### config.mk
export PLATFORM = sky130hd
export DESIGN_NAME = hazard_ctrl
export DESIGN_NICKNAME = d
export VERILOG_FILES = /design/src/rtl/hazard_pkg.sv /design/src/rtl/hazard_ctrl_fwd.sv /design/src/rtl/hazard_ctrl.sv
export SDC_FILE = /design/constraint.sdc
export NUM_CORES = 1
export LEC_CHECK = 0
export ABC_AREA = 1
export CAP_MARGIN = 40
export CORE_MARGIN = 2
export CORE_UTILIZATION = 40
export CTS_CLUSTER_SIZE = 25
export DETAILED_ROUTE_END_ITERATION = 10
export PLACE_DENSITY = 0.65
export SYNTH_ARGS = -nofsm -noshare
export SYNTH_HDL_FRONTEND = slang
export SYNTH_HIERARCHICAL = 1
export SYNTH_SLANG_ARGS = --single-unit
### constraint.sdc
create_clock -name clk -period 6.6 [get_ports clk]
set_clock_uncertainty 0.05 [all_clocks]
set_input_delay 1.32 -clock clk [delete_from_list [all_inputs] [get_ports clk]]
set_output_delay 1.32 -clock clk [all_outputs]
set_load 0.03 [all_outputs]
### src/rtl/hazard_pkg.sv
// Shared types and constants for the pipeline hazard controller.
package hazard_pkg;

    typedef enum logic [1:0] {
        FWD_RF = 2'b00,
        FWD_W  = 2'b01,
        FWD_M  = 2'b10
    } fwd_sel_t;

    typedef enum logic {
        RUN  = 1'b0,
        WAIT = 1'b1
    } hz_state_t;

    // x0 is hardwired to zero, so it is never a forwarding or hazard source.
    localparam int REG_ZERO = 0;

endpackage

### src/rtl/hazard_ctrl_fwd.sv
// Execute-stage operand forwarding select for one source register.
module fwd_unit
    import hazard_pkg::*;
#(
    parameter int WIDTH = 5
) (
    input  logic [WIDTH-1:0] rs,
    input  logic [WIDTH-1:0] rd_m,
    input  logic [WIDTH-1:0] rd_w,
    input  logic             reg_write_m,
    input  logic             reg_write_w,
    output logic [1:0]       sel
);

    // NOTE: assigning a default before the if-chain keeps this purely combinational (no latch).
    always_comb begin
        sel = FWD_RF;
        if (reg_write_m && rd_m != WIDTH'(REG_ZERO) && rd_m == rs)
            sel = FWD_M;
        else if (reg_write_w && rd_w != WIDTH'(REG_ZERO) && rd_w == rs)
            sel = FWD_W;
    end

endmodule

### src/rtl/hazard_ctrl.sv
// Stall/flush/forward control for the 5-stage RV32I core, with memory-wait
// tracking, a sticky watchdog and saturating performance counters.
module hazard_ctrl
    import hazard_pkg::*;
#(
    parameter int WIDTH       = 5,
    parameter int CNT_WIDTH   = 32,
    parameter int MEM_TIMEOUT = 256
) (
    input  logic                 clk,
    input  logic                 rst,
    input  logic [WIDTH-1:0]     Rs1D,
    input  logic [WIDTH-1:0]     Rs2D,
    input  logic [WIDTH-1:0]     Rs1E,
    input  logic [WIDTH-1:0]     Rs2E,
    input  logic [WIDTH-1:0]     RdE,
    input  logic [WIDTH-1:0]     RdM,
    input  logic [WIDTH-1:0]     RdW,
    input  logic                 MemReadE,
    input  logic                 RegWriteM,
    input  logic                 RegWriteW,
    input  logic                 PCSrcE,
    input  logic                 MemReqM,
    input  logic                 MemReadyM,
    output logic                 StallF,
    output logic                 StallD,
    output logic                 StallE,
    output logic                 StallM,
    output logic                 FlushD,
    output logic                 FlushE,
    output logic                 FlushW,
    output logic [1:0]           ForwardAE,
    output logic [1:0]           ForwardBE,
    output logic [CNT_WIDTH-1:0] StallCycles,
    output logic [CNT_WIDTH-1:0] FlushCount,
    output logic                 MemTimeout
);

    localparam int WC_W = $clog2(MEM_TIMEOUT + 1);
    localparam logic [WC_W-1:0] WC_MAX = WC_W'(MEM_TIMEOUT);

    hz_state_t       state;
    logic [WC_W-1:0] wait_cnt;
    logic            mem_wait;
    logic            load_use;
    logic            branch_flush;

    fwd_unit #(.WIDTH(WIDTH)) u_fwd_a (
        .rs(Rs1E), .rd_m(RdM), .rd_w(RdW),
        .reg_write_m(RegWriteM), .reg_write_w(RegWriteW), .sel(ForwardAE)
    );

    fwd_unit #(.WIDTH(WIDTH)) u_fwd_b (
        .rs(Rs2E), .rd_m(RdM), .rd_w(RdW),
        .reg_write_m(RegWriteM), .reg_write_w(RegWriteW), .sel(ForwardBE)
    );

    assign mem_wait     = MemReqM && !MemReadyM;
    assign load_use     = MemReadE && RdE != WIDTH'(REG_ZERO) && (RdE == Rs1D || RdE == Rs2D);
    assign branch_flush = PCSrcE && !mem_wait;

    // A frozen pipeline defers branch and load-use: their conditions persist until release.
    always_comb begin
        StallF = 1'b0;
        StallD = 1'b0;
        StallE = 1'b0;
        StallM = 1'b0;
        FlushD = 1'b0;
        FlushE = 1'b0;
        FlushW = 1'b0;
        if (mem_wait) begin
            StallF = 1'b1;
            StallD = 1'b1;
            StallE = 1'b1;
            StallM = 1'b1;
            FlushW = 1'b1;
        end else if (PCSrcE) begin
            FlushD = 1'b1;
            FlushE = 1'b1;
        end else if (load_use) begin
            StallF = 1'b1;
            StallD = 1'b1;
            FlushE = 1'b1;
        end
    end

    // NOTE: sequential state uses non-blocking assignments so every register samples pre-edge values.
    always_ff @(posedge clk or posedge rst) begin
        if (rst) begin
            state       <= RUN;
            wait_cnt    <= '0;
            StallCycles <= '0;
            FlushCount  <= '0;
            MemTimeout  <= 1'b0;
        end else begin
            if (wait_cnt == WC_MAX)
                MemTimeout <= 1'b1;

            case (state)
                RUN: begin
                    if (mem_wait) begin
                        state    <= WAIT;
                        wait_cnt <= '0;
                    end
                end
                WAIT: begin
                    if (mem_wait) begin
                        if (wait_cnt != WC_MAX)
                            wait_cnt <= wait_cnt + 1'b1;
                    end else begin
                        state    <= RUN;
                        wait_cnt <= '0;
                    end
                end
                default: state <= RUN;
            endcase

            if (StallF && StallCycles != '1)
                StallCycles <= StallCycles + 1'b1;
            if (branch_flush && FlushCount != '1)
                FlushCount <= FlushCount + 1'b1;
        end
    end

endmodule

=== Word-level counts from Yosys, hierarchy flattened ===
Cells that the tools add are included.

* Reduce and logical (&&, ||, !) cells: 19
* Multiplexer cells: 16
* Add/subtract/negate cells: 3
* Bitwise operators: 1
* Equal/unequal tests: 12

{| class="wikitable"
|+ Operators with widths
! operator !! number
|-
| 32-bit by 1-bit adder with 32-bit output (second input constant) || 2
|-
| 32-bit inequality test (second input constant) || 2
|-
| 5-bit equality test || 6
|-
| 9-bit two-way mux || 3
|-
| 9-bit one-hot mux with 2 select lines || 1
|-
| 5-bit nonzero test || 3
|-
| 1-bit logical AND || 12
|-
| 1-bit two-way mux || 10
|-
| 9-bit by 1-bit adder with 9-bit output (second input constant) || 1
|-
| 9-bit equality test (second input constant) || 1
|-
| 9-bit inequality test (second input constant) || 1
|-
| 2-bit two-way mux || 2
|-
| 3-bit by 2-bit inequality test with 1-bit output (second input constant) || 1
|-
| 1-bit logical NOT || 2
|-
| 2-bit inequality test (second input constant) || 1
|-
| 2-bit AND reduction || 1
|-
| 1-bit logical OR || 1
|-
| 1-bit inverter || 1
|}

* Logic and storage cells: 56
* Output and inout port bits: 76
* Flip-flop bits (word level): 75

=== Logic depth before layout (Yosys ltp) ===
Gate-level depths: netlist of the first run.

* Word-level depth: 7
* Depth in mapped cells: 13
* Mapped depth without buffers: 13

=== Modules after synthesis ===
The synthesis of the first run kept the hierarchy.

{| class="wikitable"
|+ By module, submodules not included
! module !! area an instance (um2) !! times used !! cells an instance !! seq. area each (um2)
|-
| hazard_ctrl || 5,034.8 || 1 || 743 || 1,876.8
|-
| fwd_unit || 214.0 || 2 || 50 || 0.0
|}

=== Worst setup path after synthesis of the first run ===
Ideal clock, no wire load.

* Kind: input port to output port
* From: input MemReqM
* To: output StallF
* Stages: 7
* Data arrival time: 2.525 ns
* Required time: 5.230 ns
* Setup slack: 2.705 ns
* Cells stage by stage: inv_1 > nor2_1 > buf_2 > inv_1 > nand2_2 > buf_2 > buf_4

* Cells in the longest elaborated chain, start to end: 2

{| class="wikitable"
|+ RTL lines
! item !! line !! RTL
|-
| from (decl) || hazard_ctrl.sv:23 || <nowiki>input logic MemReqM,</nowiki>
|-
| 1-bit logical AND || hazard_ctrl.sv:58 || <nowiki>assign mem_wait = MemReqM && !MemReadyM;</nowiki>
|-
| 1-bit two-way mux || - ||
|-
| to (decl) || hazard_ctrl.sv:25 || <nowiki>output logic StallF,</nowiki>
|}

No other way between the ends.

=== Worst setup path after layout of the first run ===
* From: input RdE[1]
* To: output StallF

* Cells in the longest elaborated chain, start to end: 6

{| class="wikitable"
|+ RTL lines
! item !! line !! RTL
|-
| from (decl) || hazard_ctrl.sv:16 || <nowiki>input logic [WIDTH-1:0] RdE,</nowiki>
|-
| 5-bit equality test / 5-bit nonzero test (equally long branches) || hazard_ctrl.sv:59 || <nowiki>assign load_use = MemReadE && RdE != WIDTH'(REG_ZERO) && (RdE == Rs1D || RdE == Rs2D);</nowiki>
|-
| 1-bit logical OR / 1-bit logical AND (equally long branches) || hazard_ctrl.sv:59 ||
|-
| 1-bit logical AND * || hazard_ctrl.sv:59 ||
|-
| 1-bit two-way mux * || hazard_ctrl.sv:80 || <nowiki>end else if (load_use) begin</nowiki>
|-
| 1-bit two-way mux * || hazard_ctrl.sv:77 || <nowiki>end else if (PCSrcE) begin</nowiki>
|-
| 1-bit two-way mux * || hazard_ctrl.sv:71 || <nowiki>if (mem_wait) begin</nowiki>
|}

Mark *: on every way between the ends. The rest lies on a longest branch, timed or not.

==> results by group, run 1 <==
Drt
  • DR WL/cell: ~13 um
  • Detail Route Antenna Nets: 0
  • Drt total wl: 14.91 mm
  • Vias/cell: 4.854
  • Remaining DRCs: 0
  • First-iteration detailed-routing DRC count: 342
  • Routed via count: 5,505
  • Drt pass-1 iters: 5

CTS
  • Cts hold-fix bufs: 0
  • Clock tree root driver cell: clkbuf_16
  • H-tree depth: 3
  • Cts repair resizes: 0
  • Max Buffers Root-to-Sink: 2
  • Clock network latency to the later pin of the worst-skew pair: approximately 0.35 ns
  • CTS tree: yes
  • Setup Fix Bufs, Post-CTS: 0
  • Clk slew on worst S/H paths: 0.06 ns
  • Clock sinks: 75
  • Clock buffer count from CTS: 9

Critical path
  • Worst path arrival time: 3.55 ns
  • Reg2reg path depth: 10
  • Worst path slowest cell: clkdlybuf4s50_1
  • Critical R2R Launch: FlushCount[0]$_DFFE_PP0P_
  • Startpoint types: input pin
  • Cell family with most CP delay: buffers and inverters
  • Worst Path Required: 5.23 ns
  • WP depth: 11
  • Cell Chain, Critical Path: clkdlybuf4s50_1 -> inv_1 -> nand2_1 -> nand2_1 -> nor2_1 -> nand3_1 -> nand2_1 -> nand3_1 -> nand2_2 -> buf_4 -> clkdlybuf4s50_1
  • R2R Path End: FlushCount[13]$_DFFE_PP0P_
  • CP Max Fanout: 36
  • Nature of the critical path endpoint: output pin
  • CP dominant cell by count: nand2_1
  • Slowest Stage Delay on Critical Path: 0.75 ns
  • Buf+Inv Stages, Crit Path: 4
  • Reg-to-reg setup timing slack: 4.02 ns
  • CP Class: input pin to output pin

STA
  • PnR worst setup slack: around 1.7 ns
  • Final hold vios: 0
  • Part of the cycle the worst path needs: around 75%
  • Slew Viols, Final: 0
  • Slew @ Worst Pin: 0.7094 ns
  • RSZ-0062 raised after global routing: false
  • F_max: between 0.2 and 0.25 GHz
  • Crit path time final: 4.923 ns
  • Final Setup Violations: 0
  • Setup tns final: 0 ns
  • Slew headroom: 52.71%

Global routing
  • Initial antenna violation count: 0
  • Global-route wire length before repair: 25.36 mm
  • GR Overflow Total: 0
  • Pin count of the biggest net entering global routing: 57
  • Vias in the first global route: about 5,200
  • Gr usage total: between 20% and 30%

Final layout
  • Share of cells above drive strength 1: 5.324%
  • Final core occ: 52.91%
  • Post-route insts no fill: 1,134
  • N_diodes: 0
  • Nets: about 1,000
  • # fillers: between 1,000 and 1,500
  • Area grow syn2layout: 28.77%

Yosys
  • EDFF count, synth: 0
  • Mapped cell area: 0.005463 mm^2
  • Cell variety after synth: 31
  • Top_reg_cell synth: dfrtp_1
  • FF+latch count, synth: 75
  • Synth warn: 6
  • Syn Nets: 890
  • Mapped Cells: 843
  • Seq/Total Area, Yosys: about a third
  • Asr flop ratio synth: 100.0%
  • Avg Inst Size Synth: roughly 6.5 um^2

Floorplan
  • # IOs: 119
  • Core Region: 0.01330 mm^2
  • Starting Density: 41.09%
  • Die ar.: around 0.015 mm^2
  • Die width: between 100 and 150 um
  • Die H: between 100 and 150 um
  • # rows: 42

Pwr
  • Pint: 929.7 uW
  • Pleak: 0.003317 uW
  • Sw Share: 31.70%
  • Switch Pwr: 431.6 uW
  • Clk network pwr share: 36.8%
  • Power share of the combinational group: between 20% and 30%
  • Share of total power in sequential cells: ~40%
  • Pwr Density: about 190 mW/mm^2
  • Worst vdd ir: 0.09891 mV

Placed design
  • Pre-CTS setup slack: 1.667 ns
  • Cell Count Post-Placement: 1,119
  • Post-detail-place hpwl: ~11 mm
  • Port Buffers: 118
  • Final GP Congestion: 0.9023

Worst hold path
  • Hold Path Class: register to register
  • Hold endpoint: MemTimeout$_DFFE_PP0P_
  • Hold path depth: 1
  • Hold Path Origin: MemTimeout$_DFFE_PP0P_

Status
  • Status: finished, final reports clean

Run
  • Max-cap check violation count: 0
==> cells in the final DEF, fill, tap and decap left out, types with 14 or more instances in the layout <==
cell	n
inv_1	79
dfrtp_1	75
nand4_1	14
clkdlybuf4s50_1	118
nor2_1	93
xor2_1	37
nor3_1	23
nand2_1	337
xnor2_1	14
o21ai_0	15
nand3_1	66
==> worst reg2reg max path: stages (launching register included) <==
cell	delay, ns
dfrtp_1	0.44
ha_1	0.21
inv_1	0.10
nor2_2	0.22
nand2_1	0.18
nor2_4	0.18
nand2_2	0.08
nand2_2	0.44
inv_2	0.34
nand2_1	0.16
xnor2_1	0.12
==> worst max-delay path by stage <==
stage | start | to
3_3_place_gp | RdE[0] | StallF
2_1_floorplan | MemReqM | StallF
6_report | RdE[1] | StallF
3_5_place_dp | RdE[1] | StallD
5_1_grt | RdE[1] | StallF
4_1_cts | RdE[1] | StallD
==> per-layer routing <==
layer  GRT usage [%]  vias to the layer above  wire length, um
met1           30.28                     2484             7105
li1                -                     2832                -
met3           5.639                       24             1026
met2           32.58                      165             6494
met4           6.541                        0              285
met5               0                        -                0
==> final cells by class <==
type	count	area [um^2]	area share, %
Timing Repair Buffer	121	1204	17.11
Clock inverter	2	35.03	0.4980
Multi-Input combinational cell	659	3107	44.17
Clock buffer	13	260.3	3.700
Tap cell	176	220.2	3.131
Inverter	88	331.6	4.714
Sequential cell	75	1877	26.68
==> cell families (layout without fill, tap and decap cells) <==
| group | count (synthesis) | count (layout) | share of synthesized area (%) |
|---|---|---|---|
| compound gates | 29 | 29 | 2.748 |
| xor+xnor | 51 | 51 | 8.177 |
| flops | 75 | 75 | 34.36 |
| buf+inv | 109 | 224 | 8.772 |
| simple gates | 575 | 575 | 45.03 |
| fa+ha+maj | 4 | 4 | 0.9162 |
==> synth_stat cells, types with 7 or more instances <==
cell / n / share of area (%)
nand2_1: 337 / 23
nor2_1: 93 / 6.4
inv_1: 80 / 5.5
dfrtp_1: 75 / 34
nand3_1: 66 / 6.0
xor2_1: 37 / 5.9
nor3_1: 23 / 2.1
o21ai_0: 15 / 1.4
nand4_1: 14 / 1.6
xnor2_1: 14 / 2.2
buf_2: 11 / 1.0
nand3b_1: 10 / 1.4
nand2_2: 9 / 1.0
nor2_2: 9 / 1.0
inv_2: 8 / 0.55
o21ai_1: 7 / 0.64
==> state kept, by name, summed over array words and instances, names as in the netlist <==
| signal | count |
|---|---|
| FlushCount | 32 |
| state | 1 |
| wait_cnt | 9 |
| StallCycles | 32 |
| MemTimeout | 1 |
==> power groups by stage <==
stage,Combinational [uW],Sequential [uW],Clock [uW]
after floorplan,132,600,0
after global placement,317,551,0
after detailed placement,320,550,0
after CTS,320,543,514
after global routing,346,549,533
final,317,543,501
==> through the flow <==
step | power, uW | area, um^2 | hold WS (ns)
after floorplan | 731.5 | 5463 | 0.4363
after global placement | 867.2 | 6739 | 0.4045
after detailed placement | 869.8 | 6739 | 0.4257
after CTS | 1377 | 7034 | 0.4397
after global routing | 1428 | 7034 | 0.4511
final | 1361 | 7034 | 0.4300
Note: power is estimated with default switching activity, not from simulation.
==> run 2: changes to the inputs <==
Settings changed: PLACE_DENSITY 0.65 to 0.68.
Clock period 6.6 ns to 4.4 ns, I/O delays scaled along.
==> results by group, run 2 (synthesized netlist as in run 1, its figures left out) <==
Final layout
  • Largest regs: FlushCount: 32 flops, StallCycles: 32 flops, wait_cnt: 9 flops
  • FF+latch area: 0.001877 mm^2 (unchanged)
  • Area grow syn2layout: 29.18%
  • Area of the multi-input gates: 0.003107 mm^2 (unchanged)
  • N_diodes: 0 (unchanged)
  • Nets: 1,002 (+0.10%)
  • Commonest cells after routing, fill and taps aside: 337 x nand2_1, 116 x clkdlybuf4s50_1, 93 x nor2_1
  • # fillers: 1,322 (-2.3%)
  • Commonest non-fill, non-tap cell in the layout: nand2_1
  • Share of cells above drive strength 1: 5.631% (+0.31 points)

Global routing
  • Vias in the first global route: 5,130 (-0.41%)
  • Initial antenna violation count: 0 (unchanged)
  • Pin count of the biggest net entering global routing: 47 (-18%)
  • Gr usage total: 20.64% (-0.95 points)
  • Global-route wire length before repair: 24.41 mm (-3.7%)
  • GR Overflow Total: 0 (unchanged)

CTS
  • Clock sinks: 75 (unchanged)
  • H-tree depth: 3 (unchanged)
  • Clock network latency to the later pin of the worst-skew pair: 0.33 ns (-0.02 ns)
  • Clock tree root driver cell: clkbuf_16
  • Clk slew on worst S/H paths: 0.06 ns (about the same)
  • Cts hold-fix bufs: 0 (unchanged)
  • Max Buffers Root-to-Sink: 2 (unchanged)
  • Clock buffer count from CTS: 9 (unchanged)
  • CTS tree: yes
  • Cts repair resizes: 0 (unchanged)
  • Setup Fix Bufs, Post-CTS: 0 (unchanged)

Drt
  • First-iteration detailed-routing DRC count: 383 (+12%)
  • Detail Route Antenna Nets: 0 (unchanged)
  • Met2 WL: 6.462 mm (-0.49%)
  • Drt total wl: 14.34 mm (-3.8%)
  • Remaining DRCs: 0 (unchanged)
  • Met1 wire length: 6.914 mm (-2.7%)
  • Routed via count: 5,448 (-1.0%)
  • Met3 wire length: 694 um (-32%)
  • DR WL/cell: 12.64 um (-3.9%)
  • Drt pass-1 iters: 6 (+1)
  • Top sig layer: met4
  • Vias/cell: 4.800 (-1.1%)

STA
  • Part of the cycle the worst path needs: 83.33%
  • Final hold vios: 0 (unchanged)
  • PnR worst setup slack: 0.7336 ns (-0.9438 ns)
  • Slew @ Worst Pin: 0.6521 ns (-0.05735 ns)
  • F_max: 0.2727 GHz
  • RSZ-0062 raised after global routing: false
  • Slew Viols, Final: 0 (unchanged)
  • Setup tns final: 0 ns (unchanged)
  • Crit path time final: 3.666 ns
  • Final Setup Violations: 0 (unchanged)
  • Slew headroom: 56.38% (+3.7 points)

Floorplan
  • Die width: 120.9 um (unchanged)
  • Die H: 120.9 um (unchanged)
  • # rows: 42 (unchanged)
  • # IOs: 119 (unchanged)
  • Die ar.: 0.01461 mm^2 (unchanged)
  • Starting Density: 41.09% (unchanged)
  • Core Region: 0.01330 mm^2 (unchanged)

Critical path
  • R2R Path End: FlushCount[13]$_DFFE_PP0P_
  • Startpoint types: input pin
  • Worst Path Required: 3.47 ns (-1.76 ns)
  • Critical Path Sink: FlushE
  • Worst path arrival time: 2.74 ns (-0.81 ns)
  • Reg-to-reg setup timing slack: 1.88 ns (-2.14 ns)
  • Slowest Stage Delay on Critical Path: 0.69 ns (-0.06 ns)
  • Nature of the critical path endpoint: output pin
  • CP Class: input pin to output pin
  • Reg2reg path depth: 10 (unchanged)
  • CP Max Fanout: 4 (-89%)
  • CP dominant cell by count: nand2_1
  • Critical R2R Launch: FlushCount[0]$_DFFE_PP0P_
  • Worst path slowest cell: clkdlybuf4s50_1
  • Setup crit start: RdE[0]
  • Cell Chain, Critical Path: clkdlybuf4s50_1 -> inv_1 -> nand2_1 -> nand2_1 -> nor2_1 -> nand3_1 -> nand2_1 -> nand2_1 -> a21oi_1 -> clkdlybuf4s50_1

Pwr
  • Worst vdd ir: 0.1748 mV (+77%)
  • Pwr Density: 287.0 mW/mm^2 (+48%)
  • Pleak: 0.003332 uW (+0.47%)

Placed design
  • Port Buffers: 118 (unchanged)
  • Pre-CTS setup slack: 0.7520 ns (-0.9153 ns)
  • Post-detail-place hpwl: 11.02 mm (-1.3%)
  • Final GP Congestion: 0.8964 (-0.65%)

Run
  • Max-cap check violation count: 0 (unchanged)

Worst hold path
  • Hold Path Origin: MemTimeout$_DFFE_PP0P_
  • Hold Path Class: register to register

Status
  • Status: finished, final reports clean
[run 2: cell count changes in the layout (fill, tap and decap cells not counted)]
cell,delta
buf_4,+2
buf_16,+1
clkdlybuf4s50_1,-2
[run 2: how the worst min path moves through the flow]
stage	depth (start not counted)	end	slack (ns)
finish	1	MemTimeout$_DFFE_PP0P_	0.43
floorplan	2	wait_cnt[8]$_DFFE_PP0P_	0.44
detailed placement	1	MemTimeout$_DFFE_PP0P_	0.42
CTS	1	MemTimeout$_DFFE_PP0P_	0.43
global placement	1	MemTimeout$_DFFE_PP0P_	0.41
global route	1	MemTimeout$_DFFE_PP0P_	0.44
[run 2: layout make-up]
class / instances / share of cell area, %
clock buffer: 13 / 3.688
clock inverter: 2 / 0.4965
inverter: 88 / 4.699
multi-input combinational: 659 / 44.02
sequential: 75 / 26.60
tap: 176 / 3.121
timing repair buffer: 122 / 17.38
[run 2: per-stage QoR]
step	util, %	instances	cell area (um^2)	hold WS (ns)	total power (uW)
global placement	50.65	1119	6734	0.4058	1293
CTS	53.08	1135	7057	0.4297	2045
floorplan	-	843	5463	0.4363	1097
detailed placement	50.86	1120	6761	0.4163	1301
finish	53.08	1135	7057	0.4270	2025
global route	53.08	1135	7057	0.4426	2124
[run 2: critical path: cells and delay by family]
kind	cells	cell delay, ns
buffers and inverters	3	1.29
AO/OA/AOI/OAI	1	0.15
AND/OR/NAND/NOR	6	0.42
[run 2: per-layer routing]
metal / track usage (%) / vias up
li1: - / 2839
met1: 28.34 / 2457
met4: 6.395 / 0
met5: 0 / -
met2: 32.79 / 128
met3: 4.041 / 24
[run 2: report_power, final]
part / switching [uW] / internal [uW]
registers: 71.3 / 738
clock network: 274 / 466
logic: 283 / 192
